### config.mk
export PLATFORM = sky130hd
export DESIGN_NAME = psum_accumulator
export DESIGN_NICKNAME = d
export VERILOG_FILES = /design/src/rtl/psum_accumulator_pkg.sv /design/src/rtl/psum_accumulator_sat_add.sv /design/src/rtl/psum_accumulator.sv
export SDC_FILE = /design/constraint.sdc
export NUM_CORES = 1
export LEC_CHECK = 0
export BUFFER_PORTS_ARGS = -buffer_cell sky130_fd_sc_hd__buf_4
export CAP_MARGIN = 20
export CORE_MARGIN = 4
export CORE_UTILIZATION = 39
export CTS_CLUSTER_SIZE = 14
export DETAILED_ROUTE_END_ITERATION = 16
export PLACE_DENSITY_LB_ADDON = 0.05
export SYNTH_ARGS = -nofsm -noshare
export SYNTH_HDL_FRONTEND = slang
export SYNTH_HIERARCHICAL = 1
export SYNTH_SLANG_ARGS = --single-unit
### constraint.sdc
create_clock -name clk -period 4.1 [get_ports clk]
set_input_delay 0.41 -clock clk [delete_from_list [all_inputs] [get_ports clk]]
set_output_delay 0.41 -clock clk [all_outputs]
set_load 0.05 [all_outputs]
### src/rtl/psum_accumulator_pkg.sv
// psum_accumulator_pkg: shared state encoding and default widths for the sum/accumulate stages
package psum_accumulator_pkg;

    typedef enum logic {
        ST_ACCUM = 1'b0,
        ST_HOLD  = 1'b1
    } state_t;

    localparam int DEF_IN_W      = 3;
    localparam int DEF_ACC_W     = 12;
    localparam int DEF_CNT_W     = 8;
    localparam int DEF_MAX_BEATS = 255;

endpackage

### src/rtl/psum_accumulator_sat_add.sv
// sat_add: zero-extend b, add to a, clamp to 2**A_W-1 (sat flags the clamp)
//   a   in  A_W  running value
//   b   in  B_W  addend (B_W <= A_W)
//   sum out A_W  clamped result
//   sat out 1    result was clamped
module sat_add #(
    parameter int A_W = 12,
    parameter int B_W = 3
) (
    input  logic [A_W-1:0] a,
    input  logic [B_W-1:0] b,
    output logic [A_W-1:0] sum,
    output logic           sat
);

    logic [A_W:0] raw;

    always_comb begin
        raw = {1'b0, a} + (A_W+1)'(b);
        sat = raw[A_W];
        sum = sat ? '1 : raw[A_W-1:0];
    end

endmodule

### src/rtl/psum_accumulator.sv
// psum_accumulator: accumulates partial-sum beats into frame totals behind a valid/ready output
//   clk, rst                async active-high reset
//   clr                     drop partial frame (pending result kept)
//   in_data/in_valid/in_last/in_ready   beat input
//   out_data/out_beats/out_ovf/out_err/out_valid/out_ready   frame result output
module psum_accumulator
    import psum_accumulator_pkg::*;
#(
    parameter int IN_W      = DEF_IN_W,
    parameter int ACC_W     = DEF_ACC_W,
    parameter int CNT_W     = DEF_CNT_W,
    parameter int MAX_BEATS = DEF_MAX_BEATS
) (
    input  logic             clk,
    input  logic             rst,
    input  logic             clr,
    input  logic [IN_W-1:0]  in_data,
    input  logic             in_valid,
    input  logic             in_last,
    output logic             in_ready,
    output logic [ACC_W-1:0] out_data,
    output logic [CNT_W-1:0] out_beats,
    output logic             out_ovf,
    output logic             out_err,
    output logic             out_valid,
    input  logic             out_ready
);

    localparam logic [CNT_W-1:0] MAX_CNT = CNT_W'(MAX_BEATS);

    state_t           state, state_nxt;
    logic [ACC_W-1:0] acc, acc_sum;
    logic [CNT_W-1:0] cnt, cnt_inc;
    logic             ovf, sat, beat, xfer, close;

    sat_add #(.A_W(ACC_W), .B_W(IN_W)) u_add (
        .a   (acc),
        .b   (in_data),
        .sum (acc_sum),
        .sat (sat)
    );

    assign out_valid = (state == ST_HOLD);

    // In HOLD a beat is only taken when the pending result leaves in the same
    // cycle, so the new frame starts without a bubble and nothing is lost.
    always_comb begin
        in_ready  = ~rst & ~clr & ((state == ST_ACCUM) | out_ready);
        beat      = in_valid & in_ready;
        xfer      = out_valid & out_ready;
        cnt_inc   = cnt + 1'b1;
        close     = beat & (in_last | (cnt_inc == MAX_CNT));
        state_nxt = close ? ST_HOLD : xfer ? ST_ACCUM : state;
    end

    always_ff @(posedge clk or posedge rst) begin
        if (rst)
            state <= ST_ACCUM;
        else
            state <= state_nxt;
    end

    always_ff @(posedge clk or posedge rst) begin
        if (rst) begin
            acc       <= '0;
            cnt       <= '0;
            ovf       <= 1'b0;
            out_data  <= '0;
            out_beats <= '0;
            out_ovf   <= 1'b0;
            out_err   <= 1'b0;
        end else begin
            if (clr | close) begin
                acc <= '0;
                cnt <= '0;
                ovf <= 1'b0;
            end else if (beat) begin
                acc <= acc_sum;
                cnt <= cnt_inc;
                ovf <= ovf | sat;
            end
            if (close) begin
                out_data  <= acc_sum;
                out_beats <= cnt_inc;
                out_ovf   <= ovf | sat;
                out_err   <= ~in_last;
            end
        end
    end

endmodule

==> summary.md, run 1 <==
| Metric | Value |
|---|---|
| Post-layout power | `0.896 mW` |
| Final Hold Viols | `0` |
| Initial Utilization | `40.3%` |
| Final min period | `3.09 ns` |
| Reg2reg path depth | `7` |
| Yosys cell types | `49` |
| Setup violators final | `0` |
| Post-CTS sizing | `0` |
| Clk sinks | `44` |
| GRT Total Usage | `15.1%` |
| Class of the worst hold path | `primary input to async pin` |
| Critical-path maximum fanout | `13` |
| Slowest cell on crit path | `or4b_1` |
| Setup crit end kind | `flop` |
| Die Wd | `86.4 µm` |
| Final Cycle Share | `75.4%` |
| Via count | `1,718` |
| Initial antenna violation count | `0` |
| Largest cells by area after synthesis | `dfrtp_1 (46%), mux2_4 (10%), a22o_1 (5.1%)` |
| Unrepaired setup endpoints after global routing | `false` |
| Worst Tran Pin Value | `0.742 ns` |
| Cts bufs inserted | `5` |
| Detailed Route Iter0 Violations | `60` |
| Leak pwr | `1.29 nW` |
| Worst path cell trace | `ha_1 > xor2_1 > nand3_1 > or4b_1 > o21ai_4 > buf_4 > mux2_4` |
| N_diodes | `0` |
| Syn Inst Count | `205` |
| Vias in the first global route | `1,833` |
| Post-DRT Antenna Nets | `0` |
| Clk Latency, worst-skew pair | `0.30 ns` |
| I/O Buffers | `32` |
| MaxCap Viol Count | `0` |
| Vias per cell | `5.45` |
| Status | `completed` |
| CTS Root Cell | `clkbuf_8` |
| Wirelength per Cell | `16.1 µm` |
| Setup_tns | `0 ns` |
| Final Slew Violations | `0` |
| Data arrival, critical path | `3.29 ns` |
| Number of I/O pins | `33` |
| DR pass1 iterations | `4` |
| Synthesized area per cell | `11.7 µm²` |
| Top cells by count, synth | `dfrtp_1 (44), mux2_4 (16), a22o_1 (14), nand2_1 (12), nand3_1 (10)` |
| Max stage delay on crit path | `0.69 ns` |
| Relative slew slack | `50.4%` |
| FFs w/ async S/R, synth | `100%` |
| DIE HEIGHT | `86.4 µm` |
| Fin Clk Skew | `0.0120 ns` |
| Post-synthesis sequential area ratio | `45.9%` |
| Routability cong. | `0.869` |
| EDFF count, synth | `0` |
| Max Freq | `0.324 GHz` |
| Post-Syn Area | `2400 µm²` |
| FP Rows | `28` |
| Final worst slack | `1.01 ns` |
| CP Launch Type | `flop` |
| Hpwl dp | `3520 µm` |
| CTS tree | `yes` |
| Setup bufs post-CTS | `0` |
| Number of synthesized register bits | `44` |
| Area delta synth->final | `16.1%` |
| Share of layout cells above drive strength 1 | `32.1%` |
| CP delay by family, top | `simple AND/OR/NAND/NOR gates` |
| H-tree depth | `2` |
| Net Count, Synth | `220` |
| Worst-path clk slew | `0.09 ns` |
| Fin nets | `254` |
| Most common flop cell mapped by yosys | `dfrtp_1` |
| Most common cell in the netlist | `dfrtp_1` |
| Peak supply drop | `0.200 mV` |
| Largest net degree at the start of global routing | `45` |
| Detailed Route WL | `5070 µm` |
| Cell taking the most area after synthesis | `dfrtp_1` |
| Clock tree buffer depth | `2` |
| Die area | `7470 µm²` |
| Worst setup path category | `flop to flop` |
| Cell count along the critical path | `7` |
| Overflow after GRT | `0` |
| DRC violations left | `0` |
| CP Buf/Inv Count | `1` |
| Yosys warns | `6` |
| Post-Place Setup Slack | `1.02 ns` |
| First-pass GRT wire length | `8890 µm` |
| Core Box Area | `5960 µm²` |
| Worst Path Required | `4.30 ns` |
| Post-CTS Hold Fix Bufs | `0` |
| Power density cells | `322 nW/µm²` |
| Top cell type's share of synthesized area | `45.9%` |
-- cells in the final DEF, fill, tap and decap left out, types with 8 or more instances in the layout --
cell type	Yosys	routed
buf_4	1	35
mux2_4	16	16
nor2_1	8	8
a22o_1	14	14
nand2_1	12	12
mux2_2	8	8
dfrtp_1	44	44
o21ai_0	9	9
nand3_1	10	10
-- cells by family (layout without fill, tap and decap cells) --
logic type	count (synthesis)	in the layout	share of synthesized area [%]
simple gates	62	62	15.2
compound gates	45	45	14.5
flops	44	44	45.9
mux	27	27	15.0
buf+inv	15	50	3.76
fa+ha+maj	6	6	3.44
xor+xnor	6	6	2.19
-- stage by stage --
step	instance area [µm²]	utilization [%]	hold WS, ns	cells
final	2790	46.8	0.245	315
after global routing	2790	46.8	0.300	315
after CTS	2790	46.8	0.276	315
after detailed placement	2690	45.2	0.497	307
after global placement	2690	45.2	0.496	307
after floorplan	2400	-	0.480	205
-- power by group --
part | switching [mW] | total, mW | internal [mW]
Clock | 0.155 | 0.292 | 0.137
Combinational | 0.0942 | 0.144 | 0.0502
Sequential | 0.0101 | 0.459 | 0.449
Total | 0.259 | 0.896 | 0.636
-- metal layers --
metal	wire length [µm]	global-route usage [%]	up-vias
met5	0	0	-
met4	107	6.66	0
met3	150	2.66	10
met2	2370	23.7	34
met1	2440	20.5	842
li1	-	-	832
-- worst reg2reg max path, stage by stage, from the launching register on --
cell     delay [ns]
dfrtp_1        0.43
ha_1           0.31
xor2_1         0.23
nand3_1        0.12
or4b_1         0.69
o21ai_4        0.55
buf_4          0.35
mux2_4         0.33
-- registers in the layout, summed over array words and instances (netlist names) --
name and flops:
out_valid 1, acc 12, out_err 1, cnt 8, out_data 12, ovf 1
out_beats 8, out_ovf 1
-- area by class of cell --
type | instances | area, µm²
Multi-Input combinational cell | 146 | 1210
Clock inverter | 1 | 7.51
Clock buffer | 7 | 86.3
Inverter | 7 | 26.3
Tap cell | 75 | 93.8
Timing Repair Buffer | 35 | 263
Fill cell | 573 | 3170
Sequential cell | 44 | 1100
-- final timing paths --
check	startpoint	to	slack (ns)
worst max-delay path	cnt[1]	out_data[0]	1.01
worst min-delay path	rst	out_beats[5]	0.25
worst max register to register	cnt[1]	out_data[0]	1.01
worst min register to register	out_beats[6]	out_beats[6]	0.51
max in group asynchronous	rst	acc[8]	3.48
min in group clk	clr	ovf	0.29
No activity file was read; power rests on OpenSTA's default activity.
==> run 2: changes to the inputs <==
- clock period: 4.1 -> 3.2 ns (I/O delays scaled with it)
==> summary.md, run 2 (synthesized netlist as in run 1, its figures left out) <==
| Metric | Value |
|---|---|
| Core Box Area | `5960 µm²` |
| Number of I/O pins | `33` |
| Die Wd | `86.4 µm` |
| Data arrival, critical path | `2.84 ns` |
| Worst setup path category | `flop to flop` |
| Area delta synth->final | `16.7%` |
| Placed cell areas | `2710 µm²` |
| Cts bufs inserted | `5` |
| Clk sinks | `44` |
| Worst Tran Pin Value | `0.607 ns` |
| Overflow after GRT | `0` |
| Critical-path maximum fanout | `14` |
| Max stage delay on crit path | `0.68 ns` |
| MaxCap Viol Count | `0` |
| Clk pwr share | `32.2%` |
| Routability cong. | `0.810` |
| Leak pwr | `1.30 nW` |
| Largest net degree at the start of global routing | `30` |
| DR pass1 iterations | `4` |
| Most frequent cells in the layout | `dfrtp_1 (44), buf_4 (37), mux2_4 (16)` |
| Wirelength per Cell | `16.3 µm` |
| Setup bufs post-CTS | `0` |
| H-tree depth | `2` |
| Worst-path clk slew | `0.09 ns` |
| Biggest regs | `acc x12, out_data x12` |
| CTS tree | `yes` |
| Via count | `1,720` |
| I/O Buffers | `32` |
| Fin nets | `256` |
| Final Hold Viols | `0` |
| Worst Path Required | `3.38 ns` |
| Die area | `7470 µm²` |
| Most common cell after layout, fill and taps aside | `dfrtp_1` |
| Post-CTS sizing | `0` |
| Status | `completed` |
| Worst hold slack | `0.0228 ns` |
| Sequential share of power | `51.6%` |
| Worst path cell trace | `ha_1 > xor2_1 > nand3_1 > or4b_1 > o21ai_4 > buf_4 > mux2_4` |
| Share of layout cells above drive strength 1 | `32.6%` |
| Peak supply drop | `0.273 mV` |
| Net Sw Frac | `28.5%` |
| DIE HEIGHT | `86.4 µm` |
| First-pass GRT wire length | `8760 µm` |
| Setup violators final | `0` |
| Sw Pwr | `0.325 mW` |
| Max Freq | `0.375 GHz` |
| N_diodes | `0` |
| Clock tree buffer depth | `2` |
| Fin Clk Skew | `0.00510 ns` |
| Post-DRT Antenna Nets | `0` |
| Relative slew slack | `59.5%` |
| Detailed Route WL | `5150 µm` |
| FP Rows | `28` |
| Hpwl dp | `3760 µm` |
| Detailed Route Iter0 Violations | `77` |
| Post-CTS Hold Fix Bufs | `0` |
| Design area | `2800 µm²` |
| CP Launch Type | `flop` |
| Final Slew Violations | `0` |
| DRC violations left | `0` |
| Unrepaired setup endpoints after global routing | `false` |
| Internal | `0.817 mW` |
| Initial antenna violation count | `0` |
| Final Cycle Share | `83.2%` |
| Power density cells | `408 nW/µm²` |
| Clk Latency, worst-skew pair | `0.29 ns` |
| Post-layout power | `1.14 mW` |
| Class of the worst hold path | `primary input to async pin` |
| Initial Utilization | `40.3%` |
| Setup_tns | `0 ns` |
| Vias in the first global route | `1,732` |
| Final min period | `2.66 ns` |
| GRT Total Usage | `14.8%` |
| Final Util | `47.0%` |
| Slowest cell on crit path | `or4b_1` |
| Vias per cell | `5.43` |
| Comb pwr share | `16.3%` |
| Setup crit end kind | `flop` |
| CTS Root Cell | `clkbuf_8` |
## run 2: per-stage QoR
stage          std cells  setup slack, ns
2_1_floorplan        205            0.785
3_3_place_gp         309            0.634
3_5_place_dp         309            0.549
4_1_cts              317            0.536
5_1_grt              317            0.412
6_report             317            0.536
## run 2: power groups by stage
stage / clock network (mW) / logic, mW / registers (mW)
floorplan: 0 / 0.0679 / 0.659
global placement: 0 / 0.188 / 0.599
detailed placement: 0 / 0.189 / 0.600
CTS: 0.382 / 0.189 / 0.590
global route: 0.412 / 0.199 / 0.593
finish: 0.367 / 0.186 / 0.589
## run 2: final cells by class
cell class	count	area, µm²
well taps	75	93.8
fillers	584	3160
multi-input cells	146	1210
flip-flops and latches	44	1100
clock buffers	7	86.3
clock inverters	1	7.51
inverters	7	26.3
repair buffers	37	278
## run 2: final timing paths
| kind | cells after the start | slack [ns] | startpoint | to |
|---|---|---|---|---|
| max | 7 | 0.54 | cnt[0] | out_beats[6] |
| min | 2 | 0.02 | rst | acc[2] |
| max reg2reg | 7 | 0.54 | cnt[0] | out_beats[6] |
| min reg2reg | 1 | 0.52 | out_data[6] | out_data[6] |
| max in group asynchronous | 3 | 2.44 | rst | acc[8] |
| min in group clk | 2 | 0.22 | clr | ovf |
## run 2: per-layer routing
layer	part of all wire, %	GRT usage (%)	up-vias
li1	-	-	830
met1	47	20.1	849
met2	48	23.5	37
met3	3.9	3.61	4
met4	1.0	4.25	0
met5	0	0	-
## run 2: critical path, delay by kind of cell, from the launching register on
kind            cells  cell delay, ns
compound gates      1            0.20
flops               1            0.44
fa+ha+maj           1            0.30
buf+inv             1            0.29
mux                 1            0.33
simple gates        2            0.77
xor+xnor            1            0.21
==> run 3: changes to the inputs <==
- clock period: 3.2 -> 2.6 ns (I/O delays scaled with it)
==> summary.md, run 3 (synthesized netlist as in run 1, its figures left out) <==
| Metric | Value |
|---|---|
| Worst setup path category | `flop to flop` |
| Hpwl dp | `3740 µm` |
| Status | `completed` |
| Most frequent cells in the layout | `dfrtp_1 (44), buf_4 (43), mux2_4 (16)` |
| Unrepaired setup endpoints after global routing | `false` |
| Storage element area | `1100 µm²` |
| Setup crit end kind | `flop` |
| Class of the worst hold path | `primary input to flop` |
| Routability cong. | `0.833` |
| Clk sinks | `44` |
| Core Box Area | `5960 µm²` |
| Setup crit start | `cnt[0]` |
| Cell count along the critical path | `7` |
| Die area | `7470 µm²` |
| Slowest cell on crit path | `or4b_1` |
| Max Freq | `0.403 GHz` |
| First-pass GRT wire length | `8800 µm` |
| Wirelength per Cell | `16.1 µm` |
| Max stage delay on crit path | `0.60 ns` |
| Placed cell areas | `2770 µm²` |
| Power density cells | `514 nW/µm²` |
| Final Slew Violations | `0` |
| Largest net degree at the start of global routing | `19` |
| GRT Total Usage | `14.9%` |
| FILL cells | `562` |
| Leak pwr | `1.36 nW` |
| CTS tree | `yes` |
| Final Hold Viols | `0` |
| Biggest regs | `acc x12, out_data x12` |
| Setup_tns | `0 ns` |
| Peak supply drop | `0.227 mV` |
| Worst hold slack | `0.150 ns` |
| Worst setup path end | `out_beats[3]` |
| R2r endpoint | `out_beats[3]` |
| Footprint of the multi-input gates | `1210 µm²` |
| Reg2Reg Setup Slack | `0.12 ns` |
| Via count | `1,757` |
| I/O Buffers | `32` |
| Cts bufs inserted | `5` |
| DR pass1 iterations | `4` |
| Most common cell after layout, fill and taps aside | `dfrtp_1` |
| Number of I/O pins | `33` |
| Worst Path Required | `2.79 ns` |
| Worst-path clk slew | `0.09 ns` |
| Detailed Route Iter0 Violations | `77` |
| Die Wd | `86.4 µm` |
| CP Launch Type | `flop` |
| Initial antenna violation count | `0` |
| Reg2reg path depth | `7` |
| Final Cycle Share | `95.5%` |
| FP Rows | `28` |
| N_diodes | `0` |
| Area delta synth->final | `20.7%` |
| CP delay by family, top | `simple AND/OR/NAND/NOR gates` |
| Detailed Route WL | `5230 µm` |
| Worst r2r src | `cnt[0]` |
| CTS Root Cell | `clkbuf_8` |
| Clock tree buffer depth | `2` |
| H-tree depth | `2` |
| Clk Latency, worst-skew pair | `0.30 ns` |
| Setup violators final | `0` |
| MaxCap Viol Count | `0` |
| Vias per cell | `5.41` |
| Setup bufs post-CTS | `0` |
| DRC violations left | `0` |
| Data arrival, critical path | `2.67 ns` |
| DIE HEIGHT | `86.4 µm` |
| Critical-path maximum fanout | `18` |
| CP Buf/Inv Count | `1` |
| Overflow after GRT | `0` |
| Vias in the first global route | `1,752` |
| Share of layout cells above drive strength 1 | `35.2%` |
| Worst Tran Pin Value | `0.571 ns` |
| Relative slew slack | `62.0%` |
| Post-layout power | `1.49 mW` |
| Fin Clk Skew | `0.0127 ns` |
| Post-DRT Antenna Nets | `0` |
| Design area | `2890 µm²` |
| Fin nets | `264` |
| Final min period | `2.48 ns` |
| Worst path cell trace | `ha_1 > xor2_1 > nand3_1 > or4b_1 > o21ai_4 > buf_12 > mux2_2` |
| Initial Utilization | `40.3%` |
-- run 3: cell count changes in the layout (fill, tap and decap cells not counted), sizes merged --
cell         change
dlygate4sd3      +1
clkbuf           -2
buf              +7
clkinv           +1
bufinv           +1
-- run 3: stage by stage --
step	utilization, %	cells	setup WS, ns
final	48.6	325	0.116
after global routing	48.6	325	0.0529
after CTS	48.6	325	0.0544
after detailed placement	46.5	316	0.0755
after global placement	46.5	316	0.159
after floorplan	-	205	0.185
-- run 3: worst reg2reg max path, delay by kind of cell (launching register included) --
kind                     cells  cell delay (ns)
flip-flops                   1             0.44
adder cells (fa/ha/maj)      1             0.24
AND/OR/NAND/NOR              2             0.71
AO/OA/AOI/OAI                1             0.22
multiplexers                 1             0.36
buffers and inverters        1             0.20
XOR/XNOR                     1             0.21
-- run 3: power breakdown --
| group | switching, mW | internal (mW) | total [mW] | leakage, nW |
|---|---|---|---|---|
| Sequential | 0.0148 | 0.708 | 0.723 | 0.602 |
| Clock | 0.247 | 0.285 | 0.531 | 0.0541 |
| Combinational | 0.149 | 0.0852 | 0.235 | 0.699 |
| Total | 0.411 | 1.08 | 1.49 | 1.36 |
-- run 3: worst min path at each step --
stage / slack (ns) / startpoint / endpoint / cells past startpoint
after floorplan: 0.33 / clr / ovf / 1
after global placement: 0.24 / rst / out_beats[5] / 2
after detailed placement: 0.25 / rst / out_beats[5] / 2
after CTS: 0.14 / clr / ovf / 2
after global routing: 0.15 / clr / ovf / 2
final: 0.15 / clr / ovf / 2
-- run 3: repair_timing --
item	4_1_cts	5_1_grt
setup endpoints to repair	0	13
hold endpoints to repair	10	0
hold buffers	1	0
gates resized for setup	0	1
-- run 3: cell type report --
| cell class | count | share of cell area, % |
|---|---|---|
| sequential | 44 | 38.0 |
| multi-input combinational | 146 | 41.8 |
| timing repair buffer | 45 | 12.2 |
| clock buffer | 5 | 2.38 |
| clock inverter | 3 | 1.47 |
| inverter | 7 | 0.908 |
| tap | 75 | 3.24 |
-- run 3: routing by layer --
metal  GRT usage [%]  routed length (µm)  part of all wire [%]
met4            4.11                  50                  0.96
met1            20.1                2540                    49
met3            3.52                 178                   3.4
met2            23.9                2460                    47
met5               0                   0                     0
